`src/rtl/sd_image_arbiter_pkg.sv`:
```
// Shared types and helpers for the SD image arbiter.
package sd_image_arbiter_pkg;

  localparam int unsigned MAX_CHANNELS = 8;

  typedef enum logic [1:0] {
    IDLE  = 2'd0,
    ISSUE = 2'd1,
    XFER  = 2'd2,
    DONE  = 2'd3
  } state_t;

  // Channel index width; a single channel still needs one bit.
  function automatic int unsigned idx_width(input int unsigned n);
    return (n <= 1) ? 1 : $clog2(n);
  endfunction

endpackage

```
`src/rtl/sd_image_arbiter_rr_pick.sv`:
```
// Combinational round-robin finder: first set request at or above ptr, wrapping.
module sd_image_arbiter_rr_pick #(
  parameter int unsigned CHANNELS = 3,
  parameter int unsigned IW       = 2
) (
  input  logic [CHANNELS-1:0] req,
  input  logic [IW-1:0]       ptr,
  output logic [IW-1:0]       idx,
  output logic                valid
);

  logic [2*CHANNELS-1:0] req_dbl;
  logic [CHANNELS-1:0]   req_rot;
  int unsigned           off;
  int unsigned           sum;

  // Rotate so that bit 0 of req_rot is channel ptr; the doubled copy handles the wrap.
  assign req_dbl = {req, req};
  assign req_rot = CHANNELS'(req_dbl >> ptr);

  // Lowest set bit of the rotated vector, mapped back to an absolute channel.
  always_comb begin
    valid = 1'b0;
    off   = 0;
    for (int unsigned i = 0; i < CHANNELS; i++) begin
      if (!valid && req_rot[i]) begin
        valid = 1'b1;
        off   = i;
      end
    end
    sum = 32'(ptr) + off;
    if (sum >= CHANNELS) sum = sum - CHANNELS;
    idx = IW'(sum);
  end

endmodule

```
`src/rtl/sd_image_arbiter.sv`:
```
// Round-robin, transaction-locked arbiter between SD image clients and the
// single user_io block-transfer port; also tracks per-image mount state.
// Optional ISSUE-phase timeout/abort is enabled by defining SD_ARB_TIMEOUT_EN.
module sd_image_arbiter
  import sd_image_arbiter_pkg::*;
#(
  parameter int unsigned CHANNELS = 3,
  parameter int unsigned LBAW     = 32,
  parameter int unsigned TIMEOUT  = 2**20
) (
  input  logic                     clock,
  input  logic                     reset,
  input  logic [CHANNELS-1:0]      cRd,
  input  logic [CHANNELS-1:0]      cWr,
  input  logic [CHANNELS*LBAW-1:0] cLba,
  input  logic [CHANNELS*8-1:0]    cBuffD,
  output logic [CHANNELS-1:0]      cAck,
  output logic [CHANNELS-1:0]      sdRd,
  output logic [CHANNELS-1:0]      sdWr,
  input  logic                     sdAck,
  output logic [LBAW-1:0]          sdLba,
  output logic [7:0]               sdBuffD,
  input  logic [CHANNELS-1:0]      imgMntd,
  input  logic [63:0]              imgSize,
  output logic [CHANNELS-1:0]      ready,
  output logic                     busy,
  output logic                     abort
);

  localparam int unsigned IW = idx_width(CHANNELS);

  state_t              state;
  logic [IW-1:0]       grant;
  logic [IW-1:0]       rr_ptr;
  logic [IW-1:0]       next_ptr;
  logic [CHANNELS-1:0] req;
  logic [IW-1:0]       pick_idx;
  logic                pick_valid;
  logic [CHANNELS-1:0] pick_oh;
  logic [CHANNELS-1:0] grant_oh;
  logic                size_nz;

  assign req      = cRd | cWr;
  assign pick_oh  = CHANNELS'(1) << pick_idx;
  assign grant_oh = CHANNELS'(1) << grant;
  assign next_ptr = (32'(grant) == CHANNELS - 1) ? '0 : grant + IW'(1);
  assign size_nz  = (imgSize != 64'd0);

  // Write data path is a plain mux on the held grant so user_io sees it with no extra latency.
  assign sdBuffD = cBuffD[32'(grant)*8 +: 8];

  sd_image_arbiter_rr_pick #(
    .CHANNELS (CHANNELS),
    .IW       (IW)
  ) u_pick (
    .req   (req),
    .ptr   (rr_ptr),
    .idx   (pick_idx),
    .valid (pick_valid)
  );

`ifdef SD_ARB_TIMEOUT_EN
  localparam int unsigned CW = $clog2(TIMEOUT + 1);

  logic [CW-1:0] wait_cnt;
  logic          time_up;

  assign time_up = (32'(wait_cnt) == TIMEOUT - 1);
`else
  assign abort = 1'b0;
`endif

  // Transaction FSM: grant/latch in IDLE, request in ISSUE, route ack in XFER, advance pointer in DONE.
  always_ff @(posedge clock or posedge reset) begin
    if (reset) begin
      state  <= IDLE;
      grant  <= '0;
      rr_ptr <= '0;
      sdRd   <= '0;
      sdWr   <= '0;
      cAck   <= '0;
      sdLba  <= '0;
      busy   <= 1'b0;
`ifdef SD_ARB_TIMEOUT_EN
      abort    <= 1'b0;
      wait_cnt <= '0;
`endif
    end else begin
`ifdef SD_ARB_TIMEOUT_EN
      abort    <= 1'b0;
      wait_cnt <= '0;
`endif
      case (state)
        IDLE: begin
          if (pick_valid) begin
            grant <= pick_idx;
            sdLba <= cLba[32'(pick_idx)*LBAW +: LBAW];
            busy  <= 1'b1;
            // Read takes priority when a client raises both.
            if (cRd[pick_idx]) sdRd <= pick_oh;
            else               sdWr <= pick_oh;
            state <= ISSUE;
          end
        end
        ISSUE: begin
          if (sdAck) begin
            sdRd  <= '0;
            sdWr  <= '0;
            cAck  <= grant_oh;
            state <= XFER;
          end
`ifdef SD_ARB_TIMEOUT_EN
          else if (time_up) begin
            sdRd  <= '0;
            sdWr  <= '0;
            abort <= 1'b1;
            state <= DONE;
          end else begin
            wait_cnt <= wait_cnt + CW'(1);
          end
`endif
        end
        XFER: begin
          cAck <= sdAck ? grant_oh : '0;
          if (!sdAck) state <= DONE;
        end
        DONE: begin
          rr_ptr <= next_ptr;
          busy   <= 1'b0;
          state  <= IDLE;
        end
        default: state <= IDLE;
      endcase
    end
  end

  // Mount tracking: every strobed slot takes the current size's nonzero-ness.
  always_ff @(posedge clock or posedge reset) begin
    if (reset) begin
      ready <= '0;
    end else begin
      for (int unsigned i = 0; i < CHANNELS; i++) begin
        if (imgMntd[i]) ready[i] <= size_nz;
      end
    end
  end

endmodule

```
`config.mk`:
```
export PLATFORM = sky130hd
export DESIGN_NAME = sd_image_arbiter
export DESIGN_NICKNAME = d
export VERILOG_FILES = /design/src/rtl/sd_image_arbiter_pkg.sv /design/src/rtl/sd_image_arbiter_rr_pick.sv /design/src/rtl/sd_image_arbiter.sv
export SDC_FILE = /design/constraint.sdc
export NUM_CORES = 1
export LEC_CHECK = 0
export CORE_MARGIN = 2
export CORE_UTILIZATION = 30
export CTS_CLUSTER_DIAMETER = 40
export DETAILED_ROUTE_END_ITERATION = 8
export DONT_BUFFER_PORTS = 1
export SLEW_MARGIN = 20
export SYNTH_ARGS = -nofsm -noshare
export SYNTH_HDL_FRONTEND = slang
export SYNTH_HIERARCHICAL = 1
export SYNTH_SLANG_ARGS = --single-unit
```
`constraint.sdc`:
```
create_clock -name clock -period 7.75 [get_ports clock]
set_clock_uncertainty 0.1 [all_clocks]
set_input_delay 1.1625 -clock clock [delete_from_list [all_inputs] [get_ports clock]]
set_output_delay 1.1625 -clock clock [all_outputs]
set_load 0.1 [all_outputs]
```
-- Word level (Yosys, flattened, before mapping)
Cells that the tools add are included.
- register bits after elaboration: 51
- bits in latches: 0
- memory bits (writable): 0
- ROM bits: 0
- input port bits: 196
- output and inout bits: 54
- word-level logic and storage cells: 71
- memories: 0
- add/sub/neg operators: 3
- multiply operators: 0
- div/mod/pow operators: 0
- magnitude comparators: 2
- equality and inequality tests: 9
- shift-type cells: 5
- mux-type cells: 25
- bitwise logic cells: 1
- reduce and logical (&&, ||, !) cells: 15
- operators by type and width (operator ; count):
    $shiftx 96x8->32 ; 1
    $reduce_bool 64->1 ; 1
    $shiftx 24x6->8 ; 1
    $mux 3 ; 7
    $pmux 3 s2 ; 3
    $mux 2 ; 6
    $ne 2x2->1 const B ; 5
    $pmux 2 s4 ; 1
    $reduce_and 4->1 ; 2
    $eq 2x2->1 const B ; 3
    $mux 1 ; 6
    $reduce_and 2->1 ; 3
    $reduce_bool 2->1 ; 3
    $shl 1x2->3 const A ; 2
    $shr 6x2->3 ; 1
    $add 2x2->3 ; 1
    $ge 3x2->1 const B ; 1
    $lt 2x3->1 const B ; 1
    $or 3x3->3 ; 1
    $reduce_and 3->1 ; 1
    $add 2x1->2 const B ; 1
    $bmux 1 s2 ; 1
    $eq 2x1->1 const B ; 1
    $logic_and 1x1->1 ; 2
    4 further kinds ; 5

-- Logic depth before layout (Yosys ltp)
- depth after elaboration: 17
- gate-level depth with buffers: 18
- depth with buffers taken out: 17

-- By module
The synthesis kept the hierarchy.
- by module, submodules not included (module ; times used ; cells each ; area an instance (µm²) ; sequential area each (µm²)):
    sd_image_arbiter ; 1 ; 343 ; 2981.6 ; 1276.2
    sd_image_arbiter_rr_pick ; 1 ; 22 ; 165.2 ; 0.0

-- Least setup slack after synthesis
OpenSTA, ideal clock, no wires.
- path type: input -> output
- start point: in cBuffD[9]
- end point: out sdBuffD[1]
- arrival: 3324 ps
- required time: 6488 ps
- path slack: 3163 ps
- stages on the path: 2
- buffers on the path: 0
- cells stage by stage: mux2i_1 o21ai_0
- cells in the longest elaborated chain, start to end: 1
- RTL lines (element ; line ; RTL):
    from (decl) ; sd_image_arbiter.sv:16 ; input logic [CHANNELS*8-1:0] cBuffD,
    $shiftx 24x6->8 ; sd_image_arbiter.sv:50 ; assign sdBuffD = cBuffD[32'(grant)*8 +: 8];
    to (decl) ; sd_image_arbiter.sv:22 ; output logic [7:0] sdBuffD,
No other way between the ends.

-- Final worst setup path
- start point: in cRd[2]
- end point: reg sdWr[2]
- cells in the longest elaborated chain, start to end: 16
- elaborated cells between the ends (all ways): 24
- those cells by class: add/sub (2); order compare (1); eq/ne (2); shift (2); mux (11); bitwise (1); reduce/logical (5)
- RTL lines (element ; line ; RTL):
    from (decl) ; sd_image_arbiter.sv:13 ; input logic [CHANNELS-1:0] cRd,
    $or 3x3->3 (*) ; sd_image_arbiter.sv:43 ; assign req = cRd | cWr;
    $shr 6x2->3 (*) ; sd_image_arbiter_rr_pick.sv:19 ; assign req_rot = CHANNELS'(req_dbl >> ptr);
    $mux 1 ; sd_image_arbiter_rr_pick.sv:26 ; if (!valid && req_rot[i]) begin
    $logic_not 1->1 ; sd_image_arbiter_rr_pick.sv:26 ;
    $logic_and 1x1->1 ; sd_image_arbiter_rr_pick.sv:26 ;
    $mux 1 ; sd_image_arbiter_rr_pick.sv:26 ;
    $logic_not 1->1 ; sd_image_arbiter_rr_pick.sv:26 ;
    $logic_and 1x1->1 ; sd_image_arbiter_rr_pick.sv:26 ;
    $mux 2 (*) ; sd_image_arbiter_rr_pick.sv:26 ;
    $add 2x2->3 (*) ; sd_image_arbiter_rr_pick.sv:31 ; sum = 32'(ptr) + off;
    $ge 3x2->1 or $sub 2x2->2 (tied branches) ; sd_image_arbiter_rr_pick.sv:32 ; if (sum >= CHANNELS) sum = sum - CHANNELS;
    $mux 2 (*) ; sd_image_arbiter_rr_pick.sv:32 ;
    net pick_idx[0] ; sd_image_arbiter.sv:37 ; logic [IW-1:0] pick_idx;
    $bmux 1 s2 or $shl 1x2->3 (tied branches) ; sd_image_arbiter.sv:100, sd_image_arbiter.sv:44 ;
    $mux 1 (not written as such) or $mux 3 (tied branches) ; sd_image_arbiter.sv:100 ; if (cRd[pick_idx]) sdRd <= pick_oh;
    $ne 2x2->1 (no line) or $mux 3 (tied branches) ; -- ;
    $reduce_and 4->1 (no line) or $pmux 3 s2 (tied branches) ; -- ;
    to (signal assigned) ; sd_image_arbiter.sv:101 ; else sdWr <= pick_oh;
    to (decl) ; sd_image_arbiter.sv:19 ; output logic [CHANNELS-1:0] sdWr,
Mark *: on every way through the listed nets, which the timed path passes. The rest lies on a longest branch. The select of a mux whose other input is x is not followed.
A chain may end at the register's enable or synchronous reset.

==> impl_metrics.py <==
metrics = {
    "outcome": {
        "status": "finished, final reports clean",
    },
    "die": {
        "num_io_pins": 250,
        "initial_core_util": 0.3076,
        "die_height_um": 106.4,
        "die_area_um2": 11320,
        "fp.dieW_um": 106.4,
        "core-area_um2": 10230,
        "rows": 37,
    },
    "cts": {
        "ctsResizeCount": 0,
        "cts-buffers-inserted": 5,
        "clkTransAtPathRegs_ns": 0.08,
        "h-tree-depth": 2,
        "clock-sinks": 51,
        "clkLatencyLatePin_ns": 0.30,
        "post_cts_buffers": 0,
        "root_buffer": "clkbuf_8",
        "cts_buffer_depth": 2,
        "postCtsHoldBufs": 0,
        "cts_tree": "built",
    },
    "grt": {
        "grt.total_usage": 0.1446,
        "grt_pass1_vias": 2616,
        "grt_use_met1": 0.1937,
        "grt_busiest_layer": "met2",
        "grt.met2_usage": 0.2326,
        "grt_first_pass_wirelength_um": 13100,
        "antenna_found_initial": 0,
        "overflow": 0,
        "grt_start_max_net_pins": 68,
        "use_met3": 0.03617,
    },
    "cells_and_area": {
        "layout.nets": 557,
        "area_delta_synth_final_pct": 8.191,
        "antennaDiodeCount": 0,
        "drive_gt1_frac": 0.1017,
    },
    "sta": {
        "max_slew_margin": 0.2659,
        "fin_crit_ns": 4.753,
        "post-route-period-util": 0.6133,
        "fmax_mhz": 210.4,
        "rsz0062_at_grt": "no",
        "fin_setup_tns_ns": 0,
        "finalSetupViolCount": 0,
        "slew_violations": 0,
        "final_hold_viol_count": 0,
        "worstMarginPinSlew_ns": 1.101,
    },
    "logic_synthesis": {
        "yosys_warnings": 6,
        "synthesis.area_um2": 3147,
        "synthCells": 365,
        "synth_edf_count": 0,
        "synth_area_per_cell_um2": 8.621,
        "yosysUniqueCellTypes": 38,
        "synth_nets": 568,
        "async_flop_share": 1.000,
        "yosysSeqAreaShare": 0.4056,
        "synth-seq-cells": 51,
        "synth-main-ff-cell": "dfrtp_1",
    },
    "drt": {
        "drt-total-wl_um": 8476,
        "drc": 0,
        "wl_per_cell_um": 17.30,
        "first_pass_iters": 4,
        "routed-via-count": 2629,
        "drtIter0Drc": 162,
        "vias_per_cell": 5.365,
        "drtAntennaViolNets": 0,
    },
    "placement": {
        "portBuffers": 0,
        "place_congestion": 0.9308,
        "dpl.hpwl_um": 6734,
    },
    "critical_path": {
        "arrival_ns": 4.83,
        "r2r_slack_ns": 3.69,
        "cp.required_ns": 7.83,
        "start_kind": "input pin",
        "r2r.worst_path.cells": 16,
        "critPathKind": "input pin to flip-flop",
        "crit_path_end_kind": "flip-flop",
        "crit_path_max_fanout": 33,
    },
    "hold_path": {
        "hold_class": "flip-flop to flip-flop",
        "hold_depth": 1,
    },
    "run": {
        "drv_cap": 0,
    },
}
==> layer usage <==
| layer | vias to the layer above | part of all wire | routed length, um |
|---|---|---|---|
| met5 | - | 0 | 0 |
| met4 | 0 | 0.012 | 99 |
| met3 | 9 | 0.074 | 629 |
| met2 | 114 | 0.49 | 4121 |
| met1 | 1249 | 0.43 | 3626 |
| li1 | 1257 | - | - |
==> stage by stage <==
stage,setup slack (ns),hold WS [ns],instances,utilization,cell area (um^2)
floorplan,3.163,0.4339,365,-,3147
global placement,2.802,0.4493,483,0.3242,3317
detailed placement,2.674,0.4668,483,0.3242,3317
CTS,2.979,0.4870,490,0.3328,3405
global route,2.750,0.5052,490,0.3328,3405
finish,2.997,0.4803,490,0.3328,3405
==> final cells by class <==
cell class              count  area [um^2]
multi-input cells         281         1795
inverters                  10        37.54
well taps                 136        170.2
clock inverters             1        5.005
clock buffers               6        82.58
fillers                  1098         6827
flip-flops and latches     51         1276
repair buffers              5        37.54
==> worst max-delay path, stage by stage <==
cell       delay [ns]
or2_2            0.32
nor3b_2          0.22
a22oi_1          0.09
nand2_1          0.08
ha_1             0.13
inv_1            0.04
fa_1             0.56
inv_1            0.06
ha_1             0.16
nand2b_1         0.26
xor2_4           0.28
buf_4            0.50
nor2b_2          0.10
o2bb2ai_1        0.16
o21a_1           0.20
nor2_2           0.15
mux2_1           0.35
==> state kept, by name (all words and copies together), names as in the netlist <==
name    cells
busy        1
cAck        3
grant       2
ready       3
rr_ptr      2
sdLba      32
sdRd        3
sdWr        3
state       2
==> cell usage after synthesis (3+ instances only) <==
library cell  number  area share
mux2_2             4       0.014
or2_2              3      0.0060
nand2_1           13       0.016
a21oi_1           69        0.11
nand4_1            4      0.0080
o21ai_0           15       0.024
nor2_1            71       0.085
dfrtp_1           51        0.41
nand2b_1           3      0.0060
buf_2              8       0.013
nor4_1            17       0.034
inv_1             10       0.012
clkbuf_1          12       0.014
nor2b_1            3      0.0060
ha_1               6       0.024
mux2i_1           43        0.14
mux2_1             6       0.021
==> kinds of logic (layout without fill, tap and decap cells) <==
group	after synthesis	after routing	share of synthesized area
adder cells (fa/ha/maj)	7	7	0.03022
AND/OR/NAND/NOR	126	126	0.1861
other	1	1	0.001192
flip-flops	51	51	0.4056
multiplexers	53	53	0.1726
XOR/XNOR	2	2	0.005568
buffers and inverters	33	22	0.04612
AO/OA/AOI/OAI	92	92	0.1527
==> placed cells by master, fill, tap and decap left out, types with 2 or more instances in the layout <==
| cell | instances |
|---|---|
| buf_4 | 5 |
| nand4_1 | 4 |
| a22oi_1 | 2 |
| o21ai_2 | 8 |
| nor4_1 | 17 |
| or2_2 | 3 |
| nand3_1 | 2 |
| mux2_1 | 6 |
| nand2_1 | 13 |
| mux2_2 | 4 |
| nand2b_1 | 3 |
| o21ai_0 | 6 |
| ha_1 | 6 |
| dfrtp_1 | 51 |
| nor2_2 | 2 |
| nor2_1 | 70 |
| mux2i_1 | 43 |
| nor3_1 | 2 |
| nor2b_1 | 2 |
| clkbuf_8 | 6 |
| o21a_1 | 2 |
| nor3b_1 | 2 |
| inv_1 | 9 |
| a21oi_1 | 69 |
==> path summary, 6_finish.rpt <==
path	startpoint	to
min in group asynchronous	reset	sdLba[1]
hold reg to reg	state[1]	state[1]
setup reg to reg	rr_ptr[0]	sdWr[2]
setup / recovery	cRd[2]	sdWr[2]
max in group asynchronous	reset	cAck[1]
hold / removal	state[1]	state[1]
Power is not shown: default switching activity piles up to over one toggle a cycle in this logic, so the estimate is an artifact.
